--- src/rtl/sobel_thr_ctrl.sv ---
// sobel_thr_ctrl: per-frame adaptive threshold controller for the 3x3 Sobel filter.
// Counts edge pixels (0xFF, qualified by sobel_ready and enable) over a frame,
// evaluates the count at frame end and applies the resulting threshold only at the
// next frame start, so the filter never sees a threshold change mid-frame.
// Ports:
//   clk, rst            pixel clock, synchronous active-high reset
//   enable              pixel-clock enable (gates counting only)
//   vsync               frame sync: falling edge = frame start, rising edge = frame end
//   sobel_ready/pixel   filter output valid / value (0x00 or 0xFF)
//   auto_mode           1 = adaptive, 0 = manual pass-through of manual_thr
//   manual_thr          manual threshold (clamped)
//   threshold           threshold driven to the filter
//   edge_count          latched edge count of the last completed frame
//   count_valid         one-cycle pulse when edge_count updates
//   settling            settle counter nonzero
module sobel_thr_ctrl #(
  parameter int unsigned IMG_WIDTH     = 320,
  parameter int unsigned IMG_HEIGHT    = 240,
  parameter int unsigned THR_INIT      = 64,
  parameter int unsigned THR_MIN       = 8,
  parameter int unsigned THR_MAX       = 240,
  parameter int unsigned STEP          = 4,
  parameter int unsigned TARGET_LO     = 2000,
  parameter int unsigned TARGET_HI     = 6000,
  parameter int unsigned SETTLE_FRAMES = 2
) (
  input  logic        clk,
  input  logic        rst,
  input  logic        enable,
  input  logic        vsync,
  input  logic        sobel_ready,
  input  logic [7:0]  sobel_pixel,
  input  logic        auto_mode,
  input  logic [7:0]  manual_thr,
  output logic [7:0]  threshold,
  output logic [16:0] edge_count,
  output logic        count_valid,
  output logic        settling
);

  localparam int unsigned THR_W = 8;
  localparam int unsigned CNT_W = 17;
  // Always at least one bit, even when SETTLE_FRAMES is 0.
  localparam int unsigned SET_W = $clog2(SETTLE_FRAMES + 2);
  localparam logic [CNT_W-1:0] CNT_MAX = '1;

  localparam logic [1:0] S_IDLE    = 2'd0;
  localparam logic [1:0] S_MEASURE = 2'd1;
  localparam logic [1:0] S_EVAL    = 2'd2;
  localparam logic [1:0] S_HOLD    = 2'd3;

  // A full frame must fit the saturating counter.
  if ((IMG_WIDTH * IMG_HEIGHT) > ((1 << CNT_W) - 1)) begin : g_size_err
    $error("sobel_thr_ctrl: frame size exceeds edge counter range");
  end

  function automatic logic [THR_W-1:0] clamp_thr(input int unsigned v);
    if (v < THR_MIN)      return THR_W'(THR_MIN);
    else if (v > THR_MAX) return THR_W'(THR_MAX);
    else                  return THR_W'(v);
  endfunction

  localparam logic [THR_W-1:0] THR_RST = clamp_thr(THR_INIT);

  logic [1:0]       state_q, state_d;
  logic             vsync_prev_q;
  logic [CNT_W-1:0] cnt_q, cnt_d;
  logic [CNT_W-1:0] edge_q, edge_d;
  logic             cv_q, cv_d;
  logic [THR_W-1:0] thr_q, thr_d;
  logic [THR_W-1:0] nthr_q, nthr_d;
  logic [SET_W-1:0] set_q, set_d;
  logic             settling_q;

  logic             frame_start_c, frame_end_c, pix_hit_c;
  logic [CNT_W-1:0] cnt_hit_c;
  logic [8:0]       up_c;
  logic signed [9:0] dn_c;
  logic [THR_W-1:0] up_thr_c, dn_thr_c, cand_c;

  assign frame_start_c = vsync_prev_q & ~vsync;
  assign frame_end_c   = ~vsync_prev_q & vsync;
  assign pix_hit_c     = enable & sobel_ready & (sobel_pixel == 8'hFF);

  // Counter value including this cycle's qualifying pixel, saturating.
  assign cnt_hit_c = (pix_hit_c && (cnt_q != CNT_MAX)) ? cnt_q + CNT_W'(1) : cnt_q;

  // Step candidates computed wide enough that they never wrap.
  assign up_c     = {1'b0, thr_q} + 9'(STEP);
  assign dn_c     = $signed({2'b00, thr_q}) - $signed(10'(STEP));
  assign up_thr_c = (up_c > 9'(THR_MAX)) ? THR_W'(THR_MAX) : up_c[7:0];
  assign dn_thr_c = (dn_c < $signed(10'(THR_MIN))) ? THR_W'(THR_MIN) : dn_c[7:0];

  // Next-state and datapath decode.
  always_comb begin
    state_d = state_q;
    cnt_d   = cnt_q;
    edge_d  = edge_q;
    cv_d    = 1'b0;
    thr_d   = thr_q;
    nthr_d  = nthr_q;
    set_d   = set_q;
    cand_c  = thr_q;
    case (state_q)
      S_IDLE: begin
        if (frame_start_c) begin
          cnt_d   = '0;
          state_d = S_MEASURE;
        end
      end
      S_MEASURE: begin
        if (frame_end_c) begin
          edge_d  = cnt_hit_c;
          cnt_d   = cnt_hit_c;
          cv_d    = 1'b1;
          state_d = S_EVAL;
        end else if (frame_start_c) begin
          // Frame restarted without an end: discard the partial count.
          cnt_d = '0;
        end else begin
          cnt_d = cnt_hit_c;
        end
      end
      S_EVAL: begin
        state_d = S_HOLD;
        if (!auto_mode) begin
          nthr_d = clamp_thr(32'(manual_thr));
          set_d  = '0;
        end else if (set_q != '0) begin
          nthr_d = thr_q;
          set_d  = set_q - SET_W'(1);
        end else begin
          if (edge_q > CNT_W'(TARGET_HI))      cand_c = up_thr_c;
          else if (edge_q < CNT_W'(TARGET_LO)) cand_c = dn_thr_c;
          else                                 cand_c = thr_q;
          nthr_d = cand_c;
          if (cand_c != thr_q) set_d = SET_W'(SETTLE_FRAMES);
        end
      end
      S_HOLD: begin
        if (frame_start_c) begin
          thr_d   = nthr_q;
          cnt_d   = '0;
          state_d = S_MEASURE;
        end
      end
      default: state_d = S_IDLE;
    endcase
  end

  // State and output registers; vsync_prev tracks vsync even in reset.
  always_ff @(posedge clk) begin
    vsync_prev_q <= vsync;
    if (rst) begin
      state_q    <= S_IDLE;
      cnt_q      <= '0;
      edge_q     <= '0;
      cv_q       <= 1'b0;
      thr_q      <= THR_RST;
      nthr_q     <= THR_RST;
      set_q      <= '0;
      settling_q <= 1'b0;
    end else begin
      state_q    <= state_d;
      cnt_q      <= cnt_d;
      edge_q     <= edge_d;
      cv_q       <= cv_d;
      thr_q      <= thr_d;
      nthr_q     <= nthr_d;
      set_q      <= set_d;
      settling_q <= (set_d != '0);
    end
  end

  assign threshold   = thr_q;
  assign edge_count  = edge_q;
  assign count_valid = cv_q;
  assign settling    = settling_q;

endmodule

--- config.mk ---
export PLATFORM = sky130hd
export DESIGN_NAME = sobel_thr_ctrl
export DESIGN_NICKNAME = d
export VERILOG_FILES = /design/src/rtl/sobel_thr_ctrl.sv
export SDC_FILE = /design/constraint.sdc
export NUM_CORES = 1
export LEC_CHECK = 0
export BUFFER_PORTS_ARGS = -buffer_cell sky130_fd_sc_hd__buf_2
export CORE_UTILIZATION = 50
export CTS_CLUSTER_DIAMETER = 30
export DETAILED_ROUTE_END_ITERATION = 7
export PLACE_DENSITY = 0.71
export SLEW_MARGIN = 40
export SYNTH_ARGS = -nofsm -noshare
export SYNTH_HDL_FRONTEND = slang
export SYNTH_SLANG_ARGS = --single-unit
--- constraint.sdc ---
create_clock -name clk -period 2.8 [get_ports clk]
set_input_delay 0.42 -clock clk [delete_from_list [all_inputs] [get_ports clk]]
set_output_delay 0.42 -clock clk [all_outputs]
set_load 0.05 [all_outputs]
==> run summary, run 1 <==
The setup-violating endpoint count in the final report is 0. The flow ran to the end, and the final reports show no timing, DRC or antenna violations. The core region is 6830 um^2. By area the synthesized netlist is led by sky130_fd_sc_hd__dfxtp_1 (32%), sky130_fd_sc_hd__nor2_1 (6.5%), sky130_fd_sc_hd__a21oi_1 (5.1%). After synthesis the cells add up to 3560 um^2.

Setup total negative slack on the finished layout was measured at 0 ns. The placed wire-length estimate is 6.19 mm. Buffers inserted to repair hold after CTS numbered 0.

Counting flops and latches in the post-synthesis netlist gives 57. The number of antenna violations at the first check in global routing came out at 0. TritonCTS built the clock tree.

The top metal layer carrying routed signals is met4. The transition time of the tightest slew-check pin was 0.674 ns. Total count of hold-check failures in the final report: 0. The share of synthesized flip-flops with an asynchronous set or reset is 0%. Yosys mapped a number of flops with a built-in enable equal to 0.

The part of the cycle the worst path needs is 94.9%, and the antenna cell count is 0. The run gives 57 as the total number of clock tree sinks. After detailed routing, the average wire length per cell comes to 14.6 um.

For the synthesis warning total, the log shows 0. The detail route stage leaves a number of antenna-violating nets equal to 0. The number of global-route vias before repair was 3027; the total of fill cells in the finished design was 646. The number of different library cells used by synthesis comes to 66. The later pin in the worst-skew pair is clocked with a latency of 0.33 ns.

The H-tree was split into 3 levels. The smallest clock period supported by the final layout is computed as 2.66 ns. The number of port buffers is 48, and the worst slew slack as a fraction of its limit is 55.0%.

In this run the worst path has a maximum fanout of 8. Sequential elements use 32.0% of the synthesized area. The largest total area in the synthesized netlist belongs to sky130_fd_sc_hd__dfxtp_1. The height of the die works out to 86.4 um. In the global route stage, overall resource usage came out at 24.4%.

Across the routed clock network, the largest skew measured is 0.0105 ns. The switching part of the total is 38.4%, and the number of maximum-capacitance violations is 0. The detailed router finished its first iteration with 178 violations. Of the total power, combinational logic draws 37.5%.

The worst min-delay path category was in -> reg. For this configuration, the core starts out at a cell density of 52.1%. The clock network accounts for 28.9% of the total power. The ratio of cells with drive above 1 in the final layout is 18.4%, and the instance count of the mapped netlist is 458. The post-CTS clock slew at the launch and capture registers of the worst setup and hold paths came out at 0.07 ns.

STA classifies the critical path startpoint as a flop. The setup slack after placement is 0.133 ns. The tools report the largest vdd supply drop as 0.000699 V.

The final worst setup slack was 0.143 ns; the count of standard-cell rows was 30. The via count normalized by instance count was 5.85. Classification of the worst setup path: reg -> reg. The I/O pin count is 49, and the die area is 7470 um^2. Dividing total power by cell area gives a power density of 715 nW/um^2. For this run, the post-layout net count is 525.

From synthesis to final layout, the design area changed by 13.6%. The most used flip-flop cell after synthesis is sky130_fd_sc_hd__dfxtp_1. For the amount of wire on met2 after detailed routing, the log shows 3.90 mm. The share of power burned in registers was 33.6%. Number of detailed-route iterations in the first pass: 5. The tools report the buffer type at the clock tree root as sky130_fd_sc_hd__clkbuf_8.

At the worst endpoint, the required time is 3.07 ns. For the final-report max-slew violation count, the log shows 0. The tools report the internal power as 1.78 mW.

The tools report the nature of the critical path endpoint as a flop. For this run, design rule violations remaining after detail routing come to 0. The analysis attributes to cell leakage a power of 1.50 nW. The tools report the total wire length as 8.70 mm. Static timing analysis puts the maximum clock frequency at 0.376 GHz. The routed via count was 3484; the total clock buffers created by CTS was 9.

The share of Yosys cell area claimed by the top area cell type is 32.0%. Setup repair after global routing left no endpoint under its margin. The power spent charging and discharging nets was 1.11 mW.

In this run the horizontal extent of the chip is 86.4 um. The first global-routing pass estimated 14.4 mm of wire. The final estimated routing congestion in global placement is 0.946, and the average cell area after synthesis is 7.78 um^2.

The synthesized net count is 488, and the overall overflow remaining after global route is 0. The tools report the arrival time at the worst endpoint as 2.93 ns. The run gives 4.19 mm as the wire length the detailed router placed on met1. The maximum number of pins on one net before global-route repair is 37. The routed design uses 531 um of met3 wire. The clock passes through at most 2 buffers.
==> worst paths after layout <==
path                     startpoint                        end  slack (ns)  depth (start not counted)
min                           vsync       vsync_prev_q$_DFF_P_        0.25                          1
min reg2reg  nthr_q[4]$_SDFFE_PP0N_  threshold[4]$_SDFFE_PP0P_        0.46                          2
max reg2reg   cnt_q[7]$_SDFFE_PP0P_      cnt_q[8]$_SDFFE_PP0P_        0.14                         11
max           cnt_q[7]$_SDFFE_PP0P_      cnt_q[8]$_SDFFE_PP0P_        0.14                         11
==> repair_timing <==
action / in CTS / in global routing
gates resized for setup: 0 / 3
buffers inserted: 0 / 0
endpoints found under the setup margin: 0 / 12
endpoints found under the hold margin: 0 / 0
==> cells by family (layout without fill, tap and decap cells) <==
family / count (synthesis) / after routing / share of synthesized area (%)
buffers and inverters: 40 / 82 / 6.01
adder cells (fa/ha/maj): 8 / 8 / 2.81
XOR/XNOR: 15 / 15 / 3.69
AND/OR/NAND/NOR: 196 / 196 / 28.1
flip-flops: 57 / 57 / 32.0
multiplexers: 7 / 7 / 2.14
AO/OA/AOI/OAI: 135 / 135 / 25.3
==> layout make-up <==
cell class | instances | area, um^2 | area share [%]
timing repair buffer | 59 | 323 | 7.98
clock inverter | 7 | 93.8 | 2.32
sequential | 57 | 1140 | 28.2
multi-input combinational | 361 | 2220 | 54.8
clock buffer | 9 | 124 | 3.06
inverter | 7 | 26.3 | 0.649
tap | 96 | 120 | 2.97
==> cell usage in the layout (no fill, tap or decap), types with 3 or more instances in the layout <==
cell type	count
sky130_fd_sc_hd__and3_1	6
sky130_fd_sc_hd__or2_1	3
sky130_fd_sc_hd__clkbuf_8	9
sky130_fd_sc_hd__dfxtp_1	57
sky130_fd_sc_hd__and4_1	3
sky130_fd_sc_hd__a32oi_1	7
sky130_fd_sc_hd__buf_2	48
sky130_fd_sc_hd__nor2_1	62
sky130_fd_sc_hd__o211ai_1	3
sky130_fd_sc_hd__a211oi_1	22
sky130_fd_sc_hd__nand3b_1	3
sky130_fd_sc_hd__buf_4	11
sky130_fd_sc_hd__or3_1	8
sky130_fd_sc_hd__nand4_1	4
sky130_fd_sc_hd__a21oi_1	36
sky130_fd_sc_hd__a31oi_1	7
sky130_fd_sc_hd__o221ai_1	3
sky130_fd_sc_hd__nand2_1	43
sky130_fd_sc_hd__a21o_1	3
sky130_fd_sc_hd__o21ai_0	23
sky130_fd_sc_hd__nor4_2	3
sky130_fd_sc_hd__mux2i_1	5
sky130_fd_sc_hd__nor3_1	9
sky130_fd_sc_hd__nand2b_1	9
sky130_fd_sc_hd__o32ai_1	3
sky130_fd_sc_hd__o21ai_1	4
sky130_fd_sc_hd__xor2_1	5
sky130_fd_sc_hd__nand3_1	17
sky130_fd_sc_hd__ha_1	8
sky130_fd_sc_hd__nor2b_1	5
sky130_fd_sc_hd__xnor2_1	10
sky130_fd_sc_hd__nand4b_1	3
sky130_fd_sc_hd__a311oi_1	4
sky130_fd_sc_hd__o21bai_1	3
sky130_fd_sc_hd__inv_1	7
==> per-layer routing <==
layer  up-vias  track usage (%)
met5         -                0
met4         0             7.27
met3         7             4.95
met2       114             37.1
met1      1610             34.8
li1       1753                -
==> flip-flops by register name, indices dropped and copies added, names as in the netlist <==
register      flops
cnt_q            17
edge_count       17
nthr_q            8
threshold         8
set_q             2
state_q           2
count_valid       1
settling          1
vsync_prev_q      1
==> metrics by stage <==
stage / total power [mW] / std cells / hold slack (ns) / area (um^2) / utilization [%]
5_1_grt: 3.07 / 596 / 0.243 / 4050 / 59.2
3_3_place_gp: 2.04 / 580 / 0.453 / 3820 / 56.0
2_1_floorplan: 1.85 / 458 / 0.443 / 3560 / -
4_1_cts: 2.90 / 596 / 0.244 / 4040 / 59.1
6_report: 2.89 / 596 / 0.253 / 4050 / 59.2
3_5_place_dp: 2.06 / 580 / 0.457 / 3820 / 56.0
==> power groups by stage <==
stage                     Combinational (mW)  Clock [mW]  Sequential (mW)
final                                   1.09       0.836            0.974
after global routing                    1.19       0.894            0.982
after CTS                               1.08       0.854            0.973
after detailed placement                1.07           0            0.991
after global placement                  1.05           0            0.989
after floorplan                        0.743           0             1.10
==> worst max-delay path, cell delays in order, from the launching register on <==
cell	delay [ns]
sky130_fd_sc_hd__dfxtp_1	0.36
sky130_fd_sc_hd__and4_1	0.23
sky130_fd_sc_hd__and3_1	0.24
sky130_fd_sc_hd__nand4_1	0.11
sky130_fd_sc_hd__nor2_1	0.06
sky130_fd_sc_hd__ha_1	0.17
sky130_fd_sc_hd__nand4b_1	0.24
sky130_fd_sc_hd__nor3_2	0.24
sky130_fd_sc_hd__and2_2	0.27
sky130_fd_sc_hd__nand3_1	0.15
sky130_fd_sc_hd__or3_1	0.38
sky130_fd_sc_hd__a21oi_1	0.14
==> synthesized netlist by cell type, types with 6 or more instances <==
cell                        n
sky130_fd_sc_hd__ha_1       8
sky130_fd_sc_hd__a21oi_1   36
sky130_fd_sc_hd__xnor2_1   10
sky130_fd_sc_hd__a31oi_1    7
sky130_fd_sc_hd__a32oi_1    7
sky130_fd_sc_hd__or3_1      8
sky130_fd_sc_hd__dfxtp_1   57
sky130_fd_sc_hd__nand2b_1   9
sky130_fd_sc_hd__a211oi_1  22
sky130_fd_sc_hd__clkbuf_1  21
sky130_fd_sc_hd__nor3_1    10
sky130_fd_sc_hd__and3_1     6
sky130_fd_sc_hd__o21ai_0   23
sky130_fd_sc_hd__nor2_1    62
sky130_fd_sc_hd__inv_1      7
sky130_fd_sc_hd__nand2_1   43
sky130_fd_sc_hd__nand3_1   17
Power figures use the tool's default switching activity.
==> run 2, diff against run 1 <==
--- a/config.mk
+++ b/config.mk
@@ -8,4 +8,5 @@
 export BUFFER_PORTS_ARGS = -buffer_cell sky130_fd_sc_hd__buf_2
 export CORE_UTILIZATION = 50
+export CTS_BUF_LIST = sky130_fd_sc_hd__clkbuf_4
 export CTS_CLUSTER_DIAMETER = 30
 export DETAILED_ROUTE_END_ITERATION = 7
==> constraint.sdc (replaced) <==
create_clock -name clk -period 2.8 [get_ports clk]
set_input_delay 0.28 -clock clk [delete_from_list [all_inputs] [get_ports clk]]
set_output_delay 0.28 -clock clk [all_outputs]
set_load 0.05 [all_outputs]
==> run 2 against run 1 <==
  * Cell area fell by 1.4%
  * Combinational power barely moved
  * Critical path depth did not move
  * Via count rose by 1.1%
  * Sequential share of layout area rose by 0.40 points
  * Clock power fell by 20%
  * Register-to-register slack improved by 0.06 ns
  * Total power fell by 5.8%
==> run summary, run 2 (synthesis gave the netlist of run 1 again) <==
The run finished with clean final reports. The post-detailed-route DRC marker count is 0 (unchanged). The via count normalized by instance count was 5.90 (was 5.85); the final hold slack was 0.0451 ns (was 0.253 ns). The run gives 0.198 ns (was 0.143 ns) as the final worst setup slack. The tools report the global-route usage over all layers as 24.6% (was 24.4%). Setup repair after global routing could not meet its margin everywhere. The area growth from synthesis to layout came out at 12.0% (was 13.6%).

The tools report the I/O pin count as 49 (unchanged). The total clock buffers created by CTS is 9 (unchanged), and the height of the die is 86.4 um (unchanged). The wire length per cell came out at 14.7 um (was 14.6 um). The tools report the kind of start point of the critical path as a flop (unchanged).

The post-CTS clock slew at the launch and capture registers of the worst setup and hold paths came out at 0.11 ns (was 0.07 ns). The tools report the worst clock skew on the final layout as 0.0166 ns (was 0.0105 ns). The run gives 0 (unchanged) as the setup-violating endpoint count in the final report.

Number of hold buffers added after CTS: 0 (unchanged). The maximum cell stage delay along the critical path works out to 0.38 ns (about the same). The total power per unit cell area is 683 nW/um^2 (was 715 nW/um^2), and the overall overflow remaining after global route is 0 (unchanged). Worst min-delay path category: in -> reg (unchanged). Highest-delay cell along the critical path: sky130_fd_sc_hd__dfxtp_1 (was sky130_fd_sc_hd__or3_1). Count of standard-cell rows: 30 (unchanged). The placed wire-length estimate was 6.24 mm (was 6.19 mm); the number of cell instances on the worst register-to-register path was 11 (unchanged). The transition time of the tightest slew-check pin came out at 0.680 ns (was 0.674 ns).

The logs give 7470 um^2 (unchanged) for the die area and 0.000440 V (was 0.000699 V) for the largest vdd supply drop. CP Cell Sequence: and4_1 > and3_1 > nand4_1 > nor2_1 > ha_1 > nand4b_1 > nor3_1 > buf_4 > and3_1 > xnor2_1 > a211oi_1 (was and4_1 > and3_1 > nand4_1 > nor2_1 > ha_1 > nand4b_1 > nor3_2 > and2_2 > nand3_1 > or3_1 > a21oi_1). The number of antenna violations at the first check in global routing is 0 (unchanged). The cell that appears most often on the critical path is sky130_fd_sc_hd__and3_1. The maximum clock frequency was 0.384 GHz (was 0.376 GHz). The most frequent standard cell in the layout excluding fill and tap cells was sky130_fd_sc_hd__nor2_1 (unchanged).

The run gives 8.78 mm (was 8.70 mm) as the total wire length. TritonCTS built the clock tree. The final estimated routing congestion in global placement is 0.951 (was 0.946), and the area taken by flip-flops and latches is 1140 um^2 (unchanged). Kind of cell adding the most delay to the critical path: simple AND/OR/NAND/NOR gates (unchanged). The total number of clock tree sinks was 57 (unchanged). The clock insertion delay at the later pin of the skew report was 0.40 ns (was 0.33 ns); the path length in cells of the critical path was 11 (unchanged).

The biggest fanout along the worst timing path was 11 (was 8); the global-route wire length before repair was 14.5 mm (was 14.4 mm). For the level count of the clock H-tree, the log shows 3 (unchanged). The final critical delay including setup and external delays came out at 2.60 ns (was 2.66 ns). The number of port buffers was 48 (unchanged); the total of fill cells in the finished design was 661 (was 646). Top library cells by usage in the layout, fill and taps aside: sky130_fd_sc_hd__nor2_1 (62), sky130_fd_sc_hd__dfxtp_1 (57), sky130_fd_sc_hd__buf_2 (48) (unchanged). The total buffers and inverters traversed by the critical path works out to 1 (was 0).

The antenna cell count came out at 0 (unchanged). Buffer levels on the longest clock path: 2 (unchanged). The tools report the number of nets in the layout as 526 (was 525). The standard cell core area was 6830 um^2 (unchanged). The maximum number of pins on one net before global-route repair came out at 36 (was 37). The horizontal die dimension was 86.4 um (unchanged); the number of detailed-route iterations in the first pass was 5 (unchanged).

Area of the multi-input gates: 2220 um^2 (about the same). For the number of maximum-capacitance violations, the log shows 0 (unchanged). The run gives 52.1% (unchanged) as the starting density of the core. The data required time of the critical path is 3.12 ns (was 3.07 ns), and the part of the cycle the worst path needs is 92.9% (was 94.9%). The total count of hold-check failures in the final report came out at 0 (unchanged). The ratio of cells with drive above 1 in the final layout was 18.2% (was 18.4%).

Classification of the worst setup path: reg -> reg (unchanged). The tools report the arrival time at the worst endpoint as 2.93 ns (about the same). For the routed via count, the log shows 3523 (was 3484). The nature of the critical path endpoint was a flop (unchanged). Worst slew slack as a fraction of its limit: 54.5% (was 55.0%). The number of violations reported at the end of detailed-routing iteration 0 was 221 (was 178). The hold path depth works out to 1 (unchanged). Number of global-route vias before repair: 3110 (was 3027). The total leakage power came out at 1.49 nW (was 1.50 nW). Residual antenna-violating net count after detailed routing: 0 (unchanged). The setup slack after placement was 0.157 ns (was 0.133 ns). The buffer type at the clock tree root was sky130_fd_sc_hd__clkbuf_4 (was sky130_fd_sc_hd__clkbuf_8). The run gives 0 (unchanged) as the final-report max-slew violation count.
[run 2: changes by cell type in the layout (fill, tap and decap cells not counted), sizes merged]
cell / delta
clkinvlp: -1
clkinv: +2
inv: -1
buf: +1
[run 2: path summary, 6_finish.rpt]
kind                                        startpoint                          end  slack, ns
worst max register to register   cnt_q[7]$_SDFFE_PP0P_  edge_count[12]$_SDFFE_PP0P_       0.20
worst min-delay path                             vsync         vsync_prev_q$_DFF_P_       0.05
worst max-delay path             cnt_q[7]$_SDFFE_PP0P_  edge_count[12]$_SDFFE_PP0P_       0.20
worst min register to register  nthr_q[4]$_SDFFE_PP0N_    threshold[4]$_SDFFE_PP0P_       0.46
[run 2: repair_timing]
item	CTS	global route
resized for setup	0	5
setup endpoints to repair	0	10
hold endpoints to repair	0	0
buffers inserted	0	1
[run 2: where the power goes]
group          internal, mW  switching (mW)
logic                 0.384           0.703
registers             0.900          0.0739
clock network         0.353           0.313
[run 2: metal layers]
| layer | GRT usage [%] | wire length (um) | up-vias |
|---|---|---|---|
| li1 | - | - | 1758 |
| met5 | 0 | 0 | - |
| met4 | 7.73 | 85 | 0 |
| met2 | 37.6 | 3950 | 113 |
| met3 | 5.14 | 510 | 11 |
| met1 | 34.7 | 4230 | 1641 |
[run 2: cell type report]
type	instances	area share, %
clock buffer	9	1.69
clock inverter	7	2.13
inverter	7	0.658
multi-input combinational	361	55.6
sequential	57	28.6
tap	96	3.01
timing repair buffer	60	8.28
[run 2: through the flow]
stage          cell area (um^2)  cells  utilization (%)  total power [mW]  setup TNS (ns)
2_1_floorplan              3560    458                -              1.85               0
3_3_place_gp               3820    580             56.0              2.04               0
3_5_place_dp               3820    580             56.0              2.06               0
4_1_cts                    3980    596             58.2              2.73               0
5_1_grt                    3990    597             58.4              2.90         -0.0404
6_report                   3990    597             58.4              2.73               0
==> run 3, diff against run 2 <==
ABC_AREA = 1   (was not set)
==> run 3 against run 2 <==
  * The flow now finishes with violations (DRC)
  * Worst setup slack improved by 0.14 ns
  * Final cell count rose by 7.4%
  * Combinational power fell by 4%
  * Synthesized area fell by 5.3%
==> run summary, run 3 <==
The number of port buffers is 48 (unchanged). The tools report the endpoint of the most critical register-to-register path as cnt_q[13]$_SDFFE_PP0P_ (was edge_count[12]$_SDFFE_PP0P_). The run gives 25.1% (was 24.4%) as the clock network fraction of design power.

The ratio of cells with drive above 1 in the final layout was 15.8% (was 18.2%); the clock insertion delay at the later pin of the skew report was 0.42 ns (was 0.40 ns). The worst clock skew on the final layout was 0.00776 ns (was 0.0166 ns). The dominant cell by count in the synthesized netlist is sky130_fd_sc_hd__nand2_1 (was sky130_fd_sc_hd__nor2_1).

The run gives 0 (unchanged) as the final-report max-slew violation count. The buffer levels on the longest clock path came out at 2 (unchanged). The nature of the critical path endpoint is a flop (unchanged).

Total of fill cells in the finished design: 625 (was 661). The residual antenna-violating net count after detailed routing is 0 (unchanged), and the biggest fanout along the worst timing path is 6 (was 11). The number of detailed-route iterations in the first pass is 7 (was 5), and the number of maximum-capacitance violations is 0 (unchanged).

The flop and latch count out of synthesis was 57 (unchanged); the total leakage power was 1.76 nW (was 1.49 nW). The antenna cell count was 0 (unchanged). Top library cells by usage in the layout, fill and taps aside: sky130_fd_sc_hd__nand2_1 (122), sky130_fd_sc_hd__inv_1 (62), sky130_fd_sc_hd__dfxtp_1 (57) (was sky130_fd_sc_hd__nor2_1 (62), sky130_fd_sc_hd__dfxtp_1 (57), sky130_fd_sc_hd__buf_2 (48)). The run gives 0 (unchanged) as the count of instances resized after the clock tree is built.

The setup-violating endpoint count in the final report is 0 (unchanged), and the number of global-route vias before repair is 3206 (was 3110). For the worst slew slack as a fraction of its limit, the log shows 64.1% (was 54.5%). The total power per unit cell area is 710 nW/um^2 (was 683 nW/um^2), and the average cell area after synthesis is 6.61 um^2 (was 7.78 um^2). The classification of the worst setup path is reg -> reg (unchanged). Area growth from synthesis to layout: 13.8% (was 12.0%).

The share of power burned in registers was 36.2% (was 35.7%). The most frequent standard cell in the layout excluding fill and tap cells was sky130_fd_sc_hd__nand2_1 (was sky130_fd_sc_hd__nor2_1). For the reg-to-reg setup timing slack, the log shows 0.33 ns (was 0.20 ns). The final-layout setup total negative slack was 0 ns (unchanged); the total wire length was 8.87 mm (was 8.78 mm). Largest vdd supply drop: 0.000402 V (was 0.000440 V). The count of standard-cell rows was 29 (was 30). The final worst setup slack is 0.335 ns (was 0.198 ns). The tools report the synthesized net count as 540 (was 488). The number of violations reported at the end of detailed-routing iteration 0 was 300 (was 221). The overall overflow remaining after global route was 0 (unchanged); the number of cell instances on the worst register-to-register path was 13 (was 11).

The final critical delay including setup and external delays is 2.47 ns (was 2.60 ns), and the global-route usage over all layers is 26.7% (was 24.6%). The tools report the number of nets in the layout as 589 (was 526). The wire length per cell works out to 13.8 um (was 14.7 um). Worst reg2reg path startpoint: cnt_q[0]$_SDFFE_PP0P_ (was cnt_q[7]$_SDFFE_PP0P_).

The die area was 7080 um^2 (was 7470 um^2); the total number of clock tree sinks was 57 (unchanged). The logs give 9 (unchanged) for the total clock buffers created by CTS and 15.1 mm (was 14.5 mm) for the global-route wire length before repair. The run gives 0 (unchanged) as the total count of hold-check failures in the final report.

The capturing element of the worst setup path is cnt_q[13]$_SDFFE_PP0P_ (was edge_count[12]$_SDFFE_PP0P_). The final estimated routing congestion in global placement was 0.916 (was 0.951). First element of the critical path: cnt_q[0]$_SDFFE_PP0P_ (was cnt_q[7]$_SDFFE_PP0P_). The data required time of the critical path was 3.16 ns (was 3.12 ns).

The combined area of all synthesized cells was 3370 um^2 (was 3560 um^2). The share of synthesized flip-flops with an asynchronous set or reset works out to 0% (unchanged). The logs give 2.82 ns (was 2.93 ns) for the arrival time at the worst endpoint and 510 (was 458) for the instance count of the mapped netlist. For the placed wire-length estimate, the log shows 6.45 mm (was 6.24 mm). The run finished, with violations left.

Post-synthesis sequential area ratio: 33.8% (was 32.0%). The power spent charging and discharging nets is 1.15 mW (was 1.09 mW). The most frequently used flop master after synthesis was sky130_fd_sc_hd__dfxtp_1 (unchanged). Switching part of the total: 42.3% (was 40.0%). The number of antenna violations at the first check in global routing was 0 (unchanged); the routed via count was 3430 (was 3523). For the setup slack after placement, the log shows 0.393 ns (was 0.157 ns). Worst min-delay path category: in -> reg (unchanged).

Kind of start point of the critical path: a flop (unchanged). The logs give 4 (was 0) for the post-detailed-route DRC marker count and 36 (was 66) for the number of distinct library cells after synthesis. Biggest area contributors in the synthesized netlist: sky130_fd_sc_hd__dfxtp_1 (34%), sky130_fd_sc_hd__nand2_1 (14%), sky130_fd_sc_hd__a21oi_1 (7.9%) (was sky130_fd_sc_hd__dfxtp_1 (32%), sky130_fd_sc_hd__nor2_1 (6.5%), sky130_fd_sc_hd__a21oi_1 (5.1%)).

The maximum number of pins on one net before global-route repair is 32 (was 36), and the share of Yosys cell area claimed by the top area cell type is 33.8% (was 32.0%). The logs give 1.57 mW (was 1.64 mW) for the internal power and 3 (unchanged) for the level count of the clock H-tree. The checks that failed: DRC. The portion of total power attributed to combinational logic was 38.7% (was 39.8%); the I/O pin count was 49 (unchanged). The post-CTS clock slew at the launch and capture registers of the worst setup and hold paths is 0.10 ns (was 0.11 ns). TritonCTS built the clock tree. The synthesis warning total was 0 (unchanged); the via count normalized by instance count was 5.35 (was 5.90). For the starting density of the core, the log shows 52.5% (was 52.1%).

Horizontal die dimension: 84.1 um (was 86.4 um). For the maximum clock frequency, the log shows 0.406 GHz (was 0.384 GHz). The largest area contributor in the synthesized netlist was sky130_fd_sc_hd__dfxtp_1 (unchanged). The part of the cycle the worst path needs works out to 88.0% (was 92.9%). Top cells by count, synth: sky130_fd_sc_hd__nand2_1 (122), sky130_fd_sc_hd__inv_1 (63), sky130_fd_sc_hd__dfxtp_1 (57) (was sky130_fd_sc_hd__nor2_1 (62), sky130_fd_sc_hd__dfxtp_1 (57), sky130_fd_sc_hd__nand2_1 (43)).

Height of the die: 84.1 um (was 86.4 um). The buffer type at the clock tree root was sky130_fd_sc_hd__clkbuf_4 (unchanged). The transition time of the tightest slew-check pin works out to 0.538 ns (was 0.680 ns).

Setup repair after global routing left no endpoint under its margin. The number of enable-type register cells in the synthesized netlist is 0 (unchanged), and the standard cell core area is 6420 um^2 (was 6830 um^2).
-- run 3: cell types whose count changed in the layout (fill, tap and decap cells not counted), sizes merged, moves of 8 or more --
cell    before  now
nand2       43  123
inv          7   65
a211oi      23    1
nor2        62   41
a21oi       36   55
nand3       17   36
o21ai       27   46
nand2b       9    0
buf         60   52
or3          8    0
-- run 3: metal layers --
layer	GRT usage, %	part of all wire, %
met5	0	0
met4	8.15	1.2
met3	5.51	7.1
met2	39.6	41
met1	39.0	51
-- run 3: power groups by stage --
stage	registers (mW)	logic [mW]	clock network [mW]
global route	0.997	1.18	0.734
CTS	0.984	1.04	0.693
detailed placement	1.00	1.04	0
global placement	1.00	1.02	0
finish	0.986	1.05	0.685
floorplan	1.13	0.635	0
-- run 3: worst min path at each step --
stage,cells after the start,from,slack (ns),end
detailed placement,1,vsync,0.43,vsync_prev_q$_DFF_P_
global route,3,manual_thr[1],0.16,nthr_q[1]$_SDFFE_PP0N_
CTS,3,manual_thr[1],0.14,nthr_q[1]$_SDFFE_PP0N_
floorplan,0,vsync,0.31,vsync_prev_q$_DFF_P_
finish,3,manual_thr[1],0.15,nthr_q[1]$_SDFFE_PP0N_
global placement,1,vsync,0.42,vsync_prev_q$_DFF_P_
-- run 3: metrics by stage --
stage | util [%] | total power [mW] | hold slack [ns] | std cells | cell area [um^2]
final | 59.8 | 2.73 | 0.152 | 641 | 3840
after CTS | 59.8 | 2.72 | 0.142 | 641 | 3840
after floorplan | - | 1.76 | 0.308 | 510 | 3370
after global placement | 57.2 | 2.02 | 0.422 | 624 | 3680
after detailed placement | 57.2 | 2.04 | 0.427 | 624 | 3680
after global routing | 59.8 | 2.91 | 0.158 | 641 | 3840
-- run 3: final cells by class --
type | count | area (um^2) | share of cell area (%)
well taps | 77 | 96.3 | 2.51
multi-input cells | 373 | 1920 | 50.1
flip-flops and latches | 57 | 1140 | 29.7
repair buffers | 53 | 280 | 7.30
clock inverters | 7 | 85.1 | 2.22
inverters | 65 | 244 | 6.36
clock buffers | 9 | 67.6 | 1.76
-- run 3: repair_timing --
| item | 4_1_cts | 5_1_grt |
|---|---|---|
| setup buffers | 0 | 0 |
| hold endpoints to repair | 1 | 0 |
| hold buffers | 1 | 0 |
-- run 3: worst max-delay path, stage by stage, from the launching register on --
cell                      delay (ns)
sky130_fd_sc_hd__dfxtp_1        0.36
sky130_fd_sc_hd__ha_1           0.24
sky130_fd_sc_hd__nand3_1        0.09
sky130_fd_sc_hd__nor4_1         0.05
sky130_fd_sc_hd__ha_1           0.23
sky130_fd_sc_hd__nor4_4         0.31
sky130_fd_sc_hd__nand3_2        0.22
sky130_fd_sc_hd__nor2_2         0.15
sky130_fd_sc_hd__nand2_2        0.09
sky130_fd_sc_hd__nor2_4         0.11
sky130_fd_sc_hd__nand2_1        0.08
sky130_fd_sc_hd__xor2_1         0.15
sky130_fd_sc_hd__or2_1          0.22
sky130_fd_sc_hd__a21oi_2        0.10
-- run 3: cells by family after synthesis --
kind of cell,synth area share (%)
and+or+nand+nor,31.7
AOI/OAI and AO/OA,18.4
buffers and inverters,9.12
DFF,33.8
xor gates and xnor gates,3.38
adders and majority gates,2.97
muxes,0.668
